===== src/rtl/wdog_period_ctrl_pkg.sv =====
// ---------------------------------------------------------------------------
// wdog_pkg
// Shared definitions for the host-communication watchdog (wdog_period_ctrl):
//   - watchdog FSM state encoding
//   - default board-space address of the watchdog period register
//   - period-magnitude thresholds used by wdog_period_status
//   - bit positions of the fields in the read-back word
// ---------------------------------------------------------------------------
package wdog_pkg;

   typedef enum logic [1:0] {
      ST_IDLE    = 2'd0,
      ST_ARMED   = 2'd1,
      ST_TIMEOUT = 2'd2
   } wdog_state_t;

   localparam logic [15:0] WDOG_ADDR_DEF = 16'h0003;

   // Upper bounds (inclusive) of status codes 1..6; anything larger is code 7.
   localparam logic [31:0] STATUS_TH1 = 32'd10;
   localparam logic [31:0] STATUS_TH2 = 32'd20;
   localparam logic [31:0] STATUS_TH3 = 32'd50;
   localparam logic [31:0] STATUS_TH4 = 32'd100;
   localparam logic [31:0] STATUS_TH5 = 32'd200;
   localparam logic [31:0] STATUS_TH6 = 32'd500;

   // Read-back word layout: {timeout, 14'b0, led_sel, period}
   localparam int RD_PERIOD_LSB  = 0;
   localparam int RD_LED_BIT     = 16;
   localparam int RD_TIMEOUT_BIT = 31;

endpackage


===== src/rtl/wdog_period_ctrl_if.sv =====
// ---------------------------------------------------------------------------
// wdog_period_ctrl_if
// Shared host read/write bus as seen by the watchdog.
//   reg_waddr[15:0]  write address
//   reg_wdata[31:0]  write data
//   reg_wen          quadlet write strobe
//   blk_wen          block write strobe
//   rt_wen           real-time write strobe
//   reg_raddr[15:0]  read address
//   wdog_rdata[31:0] registered read data (zero unless the watchdog was addressed)
// master: the host side; slave: the watchdog.
// ---------------------------------------------------------------------------
interface wdog_period_ctrl_if;
   logic [15:0] reg_waddr;
   logic [31:0] reg_wdata;
   logic        reg_wen;
   logic        blk_wen;
   logic        rt_wen;
   logic [15:0] reg_raddr;
   logic [31:0] wdog_rdata;

   modport master (
      output reg_waddr, reg_wdata, reg_wen, blk_wen, rt_wen, reg_raddr,
      input  wdog_rdata
   );

   modport slave (
      input  reg_waddr, reg_wdata, reg_wen, blk_wen, rt_wen, reg_raddr,
      output wdog_rdata
   );
endinterface


===== src/rtl/wdog_period_ctrl_tick_gen.sv =====
// ---------------------------------------------------------------------------
// wdog_tick_gen
// Free-running prescaler for the watchdog. One tick every 2^TICK_LOG2 sysclk
// cycles; tick is high during the cycle whose edge wraps the count to 0.
// Ports:
//   sysclk  system clock
//   reset   synchronous, active-high reset (count returns to 0)
//   tick    one-cycle pulse per prescaler period
// ---------------------------------------------------------------------------
module wdog_tick_gen #(
   parameter int TICK_LOG2 = 8
) (
   input  logic sysclk,
   input  logic reset,
   output logic tick
);

   logic [TICK_LOG2-1:0] presc;

   always_ff @(posedge sysclk) begin
      if (reset) presc <= '0;
      else       presc <= presc + 1'b1;
   end

   assign tick = &presc;

endmodule


===== src/rtl/wdog_period_ctrl.sv =====
// ---------------------------------------------------------------------------
// wdog_period_ctrl
// Host-communication watchdog. Armed by a write to the period register, kept
// alive by any host write activity, and latches wdog_timeout once the host has
// been silent for `period` prescaler ticks.
// Ports:
//   sysclk              system clock
//   reset               synchronous, active-high reset
//   bus (slave)         shared host bus: write strobes/address/data, read
//                       address and the registered read data wdog_rdata
//   wdog_clear          clear pulse; drops a latched timeout and re-arms
//   wdog_timeout        latched timeout flag
//   wdog_period_status  3-bit magnitude code of the programmed period
//   wdog_period_led     1 -> external LED shows wdog_period_status
// Optional build macro WDOG_TIMEOUT_CAPTURE_EN adds:
//   timestamp[31:0]     free-running time base (input)
//   wdog_ts[31:0]       timestamp captured on entry into TIMEOUT
// ---------------------------------------------------------------------------
module wdog_period_ctrl
   import wdog_pkg::*;
#(
   parameter logic [15:0] WDOG_ADDR = WDOG_ADDR_DEF,
   parameter int          TICK_LOG2 = 8,
   parameter int          PERIOD_W  = 16
) (
   input  logic                sysclk,
   input  logic                reset,
   wdog_period_ctrl_if.slave   bus,
   input  logic                wdog_clear,
   output logic                wdog_timeout,
   output logic [2:0]          wdog_period_status,
   output logic                wdog_period_led
`ifdef WDOG_TIMEOUT_CAPTURE_EN
   ,
   input  logic [31:0]         timestamp,
   output logic [31:0]         wdog_ts
`endif
);

   wdog_state_t         state, state_nx;
   logic [PERIOD_W-1:0] period, cnt, cnt_nx;
   logic                led_sel;
   logic [2:0]          status;
   logic [31:0]         rdata, rd_word;
   logic                tick, period_wr, refresh;

   function automatic logic [2:0] period_code(input logic [PERIOD_W-1:0] p);
      logic [31:0] v;
      v = 32'(p);
      if      (v == 32'd0)       period_code = 3'd0;
      else if (v <= STATUS_TH1)  period_code = 3'd1;
      else if (v <= STATUS_TH2)  period_code = 3'd2;
      else if (v <= STATUS_TH3)  period_code = 3'd3;
      else if (v <= STATUS_TH4)  period_code = 3'd4;
      else if (v <= STATUS_TH5)  period_code = 3'd5;
      else if (v <= STATUS_TH6)  period_code = 3'd6;
      else                       period_code = 3'd7;
   endfunction

   wdog_tick_gen #(.TICK_LOG2(TICK_LOG2)) u_tick (
      .sysclk (sysclk),
      .reset  (reset),
      .tick   (tick)
   );

   assign period_wr = bus.reg_wen && (bus.reg_waddr == WDOG_ADDR);
   assign refresh   = bus.reg_wen | bus.blk_wen | bus.rt_wen;

   // Priority: period write > clear > refresh > tick. Entering ARMED or IDLE
   // always zeroes cnt, so cnt only ever climbs from 0 and the equality
   // compare stops it at period.
   always_comb begin
      state_nx = state;
      cnt_nx   = cnt;
      if (period_wr) begin
         cnt_nx   = '0;
         state_nx = (bus.reg_wdata[PERIOD_W-1:0] != '0) ? ST_ARMED : ST_IDLE;
      end else if (wdog_clear) begin
         cnt_nx   = '0;
         state_nx = (period != '0) ? ST_ARMED : ST_IDLE;
      end else if (refresh) begin
         // cnt stays frozen while a timeout is latched
         if (state != ST_TIMEOUT) cnt_nx = '0;
      end else if (tick && (state == ST_ARMED)) begin
         cnt_nx = cnt + 1'b1;
         if (cnt_nx == period) state_nx = ST_TIMEOUT;
      end
   end

   always_comb begin
      rd_word                               = '0;
      rd_word[RD_TIMEOUT_BIT]               = (state == ST_TIMEOUT);
      rd_word[RD_LED_BIT]                   = led_sel;
      rd_word[RD_PERIOD_LSB +: PERIOD_W]    = period;
   end

   always_ff @(posedge sysclk) begin
      if (reset) begin
         state   <= ST_IDLE;
         cnt     <= '0;
         period  <= '0;
         led_sel <= 1'b0;
         status  <= 3'd0;
         rdata   <= '0;
      end else begin
         state  <= state_nx;
         cnt    <= cnt_nx;
         if (period_wr) begin
            period  <= bus.reg_wdata[PERIOD_W-1:0];
            led_sel <= bus.reg_wdata[RD_LED_BIT];
         end
         // encoded from the already-registered period: lags the write by a cycle
         status <= period_code(period);
         // zero when not addressed so several blocks can be OR-merged
         rdata  <= (bus.reg_raddr == WDOG_ADDR) ? rd_word : '0;
      end
   end

`ifdef WDOG_TIMEOUT_CAPTURE_EN
   always_ff @(posedge sysclk) begin
      if (reset)
         wdog_ts <= '0;
      else if ((state_nx == ST_TIMEOUT) && (state != ST_TIMEOUT))
         wdog_ts <= timestamp;
   end
`endif

   assign wdog_timeout       = (state == ST_TIMEOUT);
   assign wdog_period_status = status;
   assign wdog_period_led    = led_sel & (state != ST_IDLE);
   assign bus.wdog_rdata     = rdata;

   logic unused_wdata;
   assign unused_wdata = ^bus.reg_wdata[31:RD_LED_BIT+1];

endmodule


===== src/flat_wrapper.sv =====
// flat-port wrapper written by rule: the top's interface ports become plain ports
module wdog_period_ctrl_flat import wdog_pkg::*;
#(
   parameter logic [15:0] WDOG_ADDR = WDOG_ADDR_DEF,
   parameter int          TICK_LOG2 = 8,
   parameter int          PERIOD_W  = 16
)
  (sysclk, reset, wdog_clear, wdog_timeout, wdog_period_status, wdog_period_led, bus_reg_waddr, bus_reg_wdata, bus_reg_wen, bus_blk_wen, bus_rt_wen, bus_reg_raddr, bus_wdog_rdata);
  wdog_period_ctrl_if bus_i ();
  input  logic sysclk;
  input  logic reset;
  input  logic wdog_clear;
  output logic wdog_timeout;
  output logic [2:0] wdog_period_status;
  output logic wdog_period_led;
  input wire logic [$bits(bus_i.reg_waddr)-1:0] bus_reg_waddr;
  input wire logic [$bits(bus_i.reg_wdata)-1:0] bus_reg_wdata;
  input wire logic [$bits(bus_i.reg_wen)-1:0] bus_reg_wen;
  input wire logic [$bits(bus_i.blk_wen)-1:0] bus_blk_wen;
  input wire logic [$bits(bus_i.rt_wen)-1:0] bus_rt_wen;
  input wire logic [$bits(bus_i.reg_raddr)-1:0] bus_reg_raddr;
  output wire logic [$bits(bus_i.wdog_rdata)-1:0] bus_wdog_rdata;
  assign bus_i.reg_waddr = bus_reg_waddr;
  assign bus_i.reg_wdata = bus_reg_wdata;
  assign bus_i.reg_wen = bus_reg_wen;
  assign bus_i.blk_wen = bus_blk_wen;
  assign bus_i.rt_wen = bus_rt_wen;
  assign bus_i.reg_raddr = bus_reg_raddr;
  assign bus_wdog_rdata = bus_i.wdog_rdata;
  wdog_period_ctrl #(.WDOG_ADDR(WDOG_ADDR), .TICK_LOG2(TICK_LOG2), .PERIOD_W(PERIOD_W)) u_core (.sysclk(sysclk), .reset(reset), .bus(bus_i), .wdog_clear(wdog_clear), .wdog_timeout(wdog_timeout), .wdog_period_status(wdog_period_status), .wdog_period_led(wdog_period_led));
endmodule

===== config.mk =====
export PLATFORM = sky130hd
export DESIGN_NAME = wdog_period_ctrl_flat
export DESIGN_NICKNAME = d
export VERILOG_FILES = /design/src/rtl/wdog_period_ctrl_pkg.sv /design/src/rtl/wdog_period_ctrl_if.sv /design/src/rtl/wdog_period_ctrl_tick_gen.sv /design/src/rtl/wdog_period_ctrl.sv /design/src/flat_wrapper.sv
export SDC_FILE = /design/constraint.sdc
export NUM_CORES = 1
export LEC_CHECK = 0
export ABC_AREA = 1
export BUFFER_PORTS_ARGS = -buffer_cell sky130_fd_sc_hd__clkbuf_2
export CAP_MARGIN = 10
export CORE_UTILIZATION = 55
export DETAILED_ROUTE_END_ITERATION = 12
export PLACE_DENSITY = 0.95
export SLEW_MARGIN = 15
export SYNTH_ARGS = -nofsm -noshare
export SYNTH_HDL_FRONTEND = slang
export SYNTH_SLANG_ARGS = --single-unit

===== constraint.sdc =====
create_clock -name sysclk -period 3.3 [get_ports sysclk]
set_input_delay 0.33 -clock sysclk [delete_from_list [all_inputs] [get_ports sysclk]]
set_output_delay 0.33 -clock sysclk [all_outputs]
set_load 0.005 [all_outputs]

==> impl_metrics.toml <==
[status]
status = "completed"

[cells_and_area]
final_common_cell = "nand2_1"
layout_common_cells = "nand2_1 (117), clkbuf_2 (77), dfxtp_1 (64)"
num_antenna_cells = 0
layout-drive-gt1-share_pct = 19.3
layout.nets = 638
syn2layout_area_growth_pct = 19.3

[yosys]
synth.top_cell.area_share_pct = 38.8
syn_avg_cell_area_sq_um = 6.79
ys_seq_area_share_pct = 38.8
yosysTopAreaCell = "dfxtp_1"
ys_async_sr_fraction_pct = 0
yosys_warnings = 0
synth_flop_cell = "dfxtp_1"
ys_ff_latch = 64
ys_top_cells_by_area = "dfxtp_1 (39%), nand2_1 (13%), a21oi_1 (6.8%), nand3_1 (6.4%), nor2_1 (6.3%)"
synthCells = 486
synth_cell_types = 37
synth-edff-count = 0
syn_area_sq_mm = 0.00330

[global_route]
grt_start_max_net_pins = 37
grt.total_usage_pct = 27.5
antenna_found_initial = 0
grt_pass1_vias = 3201
grt_pass1_wl_um = 13600
overflow = 0

[timing]
fin_crit_sh_pct = 67.2
worst_pin_slew_ps = 794
timing.final.hold_violations = 0
max_freq_ghz = 0.451
setup_violations = 0
min_period_ps = 2220
fin_ws_ps = 1080
setup_tns_ps = 0
rsz0062_at_grt = "no"
slew_violations = 0
clock_skew_ps = 4.78
slew_headroom_pct = 46.9

[detailed_routing]
drc = 0
viasPerCell = 5.46
wl_per_cell_um = 13.0
ant_nets = 0
vias = 3508
totalWireLength_um = 8340
drt-initial-drc-count = 256
dr.pass1.iters = 6

[worst_setup_path]
cp-start-kind = "register"
critPathRequiredTime_ps = 3560
critPathSlowestCell = "a21oi_2"
end_kind = "register"
rr_startpoint = "u_core.u_tick.presc[0]$_SDFF_PP0_"
crit_chain = "ha_1 -> nand2_1 -> inv_1 -> nand2_1 -> nor3_2 -> nand2_1 -> inv_1 -> a21oi_2 -> nor2_1 -> a211oi_1"
reg2reg_depth = 10
worstSetupPathType = "reg2reg"
path_common_cell = "nand2_1"
max_stage_delay_ps = 660
crit_start = "u_core.u_tick.presc[0]$_SDFF_PP0_"
cp_data_arrival_time_ps = 2480
crit_fanout = 16

[cts]
post_cts_buffers = 0
cts_tree = "built"
htreeDepth = 3
numCtsBuffers = 9
ctsHoldBuffers = 0
clk_pin_slew_ps = 70
cts_root_buf = "clkbuf_8"
cts.sinks = 64
clockBufferDepth = 2
clock_latency_ps = 340
cts-resized-gates = 0

[floorplanning]
die_height_um = 79.5
dieArea_sq_mm = 0.00632
coreArea_sq_mm = 0.00564
die_w_um = 79.5
std_cell_rows = 27
start_util_pct = 58.5
pin_count = 107

[hold_path]
min_from = "reset"
hold_depth = 2
hp-class = "in2reg"

[pwr]
peakVddDrop_uv = 319
combPwrFrac_pct = 4.2
p_int_mw = 1.31
p_sw_uw = 358
clkPwrFrac_pct = 49.2
power.density_mw_per_mm2 = 423
p_seq_share_pct = 46.6
switching_share_pct = 21.5
power_leakage_nw = 1.73

[flow_run]
maxCapViolCount = 0

[placement]
gp_congestion = 0.893
preCtsSetupSlack_ps = 1120
dp_hpwl_um = 6240
port_buffers = 77
## metal layers
| layer | track usage (%) | share of wire, % |
|---|---|---|
| met5 | 0 | 0 |
| met4 | 8.18 | 1.7 |
| met3 | 7.20 | 7.1 |
| met2 | 50.3 | 49 |
| met1 | 30.7 | 43 |
## registers in the layout (all words and copies together) (netlist names)
register,cells
u_core.wdog_period_status,3
u_core.period,16
u_core.cnt,16
u_core.state,2
u_core.u_tick.presc,8
u_core.bus.wdog_rdata,18
u_core.led_sel,1
## final cells by class
cell class	instances	area, sq um
clock buffer	9	124
clock inverter	7	120
fill	468	1700
inverter	53	199
multi-input combinational	359	1730
sequential	64	1280
tap	72	90.1
timing repair buffer	79	400
## metrics by stage
stage | hold WS, ps | total power [mW] | util [%] | instances | area, sq um
2_1_floorplan | 397 | 0.835 | - | 499 | 3350
6_report | 239 | 1.67 | 69.8 | 643 | 3940
5_1_grt | 250 | 1.72 | 69.8 | 643 | 3940
3_3_place_gp | 427 | 0.862 | 65.5 | 627 | 3700
4_1_cts | 233 | 1.67 | 69.8 | 643 | 3940
3_5_place_dp | 441 | 0.864 | 65.5 | 627 | 3700
## cells by family (layout without fill, tap and decap cells)
kind of cell / count (synthesis) / after routing / share of synthesized area [%]
and+or+nand+nor: 260 / 260 / 35.4
AOI/OAI and AO/OA: 79 / 79 / 13.0
buffers and inverters: 76 / 148 / 10.4
DFF: 64 / 64 / 38.8
xor gates and xnor gates: 4 / 4 / 1.48
adders and majority gates: 2 / 2 / 0.758
other: 1 / 14 / 0.114
## cells in the mapped netlist (all sizes together), types with 2 or more instances
master,n
a211oi,2
a21oi,46
buf,18
clkbuf,5
dfxtp,64
ha,2
inv,53
nand2,120
nand3,44
nand4,11
nor2,61
nor3,10
nor4,10
o21ai,23
o21bai,4
or2,2
xnor2,2
## final timing paths
check | to | slack [ps]
setup reg to reg | u_core.cnt[0]$_SDFFE_PP0P_ | 1080
setup / recovery | u_core.cnt[0]$_SDFFE_PP0P_ | 1080
hold / removal | u_core.u_tick.presc[0]$_SDFF_PP0_ | 240
hold reg to reg | u_core.u_tick.presc[0]$_SDFF_PP0_ | 450
## critical path, delay by kind of cell (launching register included)
kind | cells | cell delay [ps]
fa+ha+maj | 1 | 210
buf+inv | 2 | 310
compound gates | 2 | 880
simple gates | 5 | 410
flops | 1 | 330
## power by group through the flow
stage	combinational (mW)	sequential (mW)	clock, mW
2_1_floorplan	0.0398	0.795	0
3_3_place_gp	0.0666	0.795	0
3_5_place_dp	0.0688	0.796	0
4_1_cts	0.0695	0.778	0.825
5_1_grt	0.0789	0.778	0.859
6_report	0.0702	0.778	0.820
(Power assumes the default switching activity.)
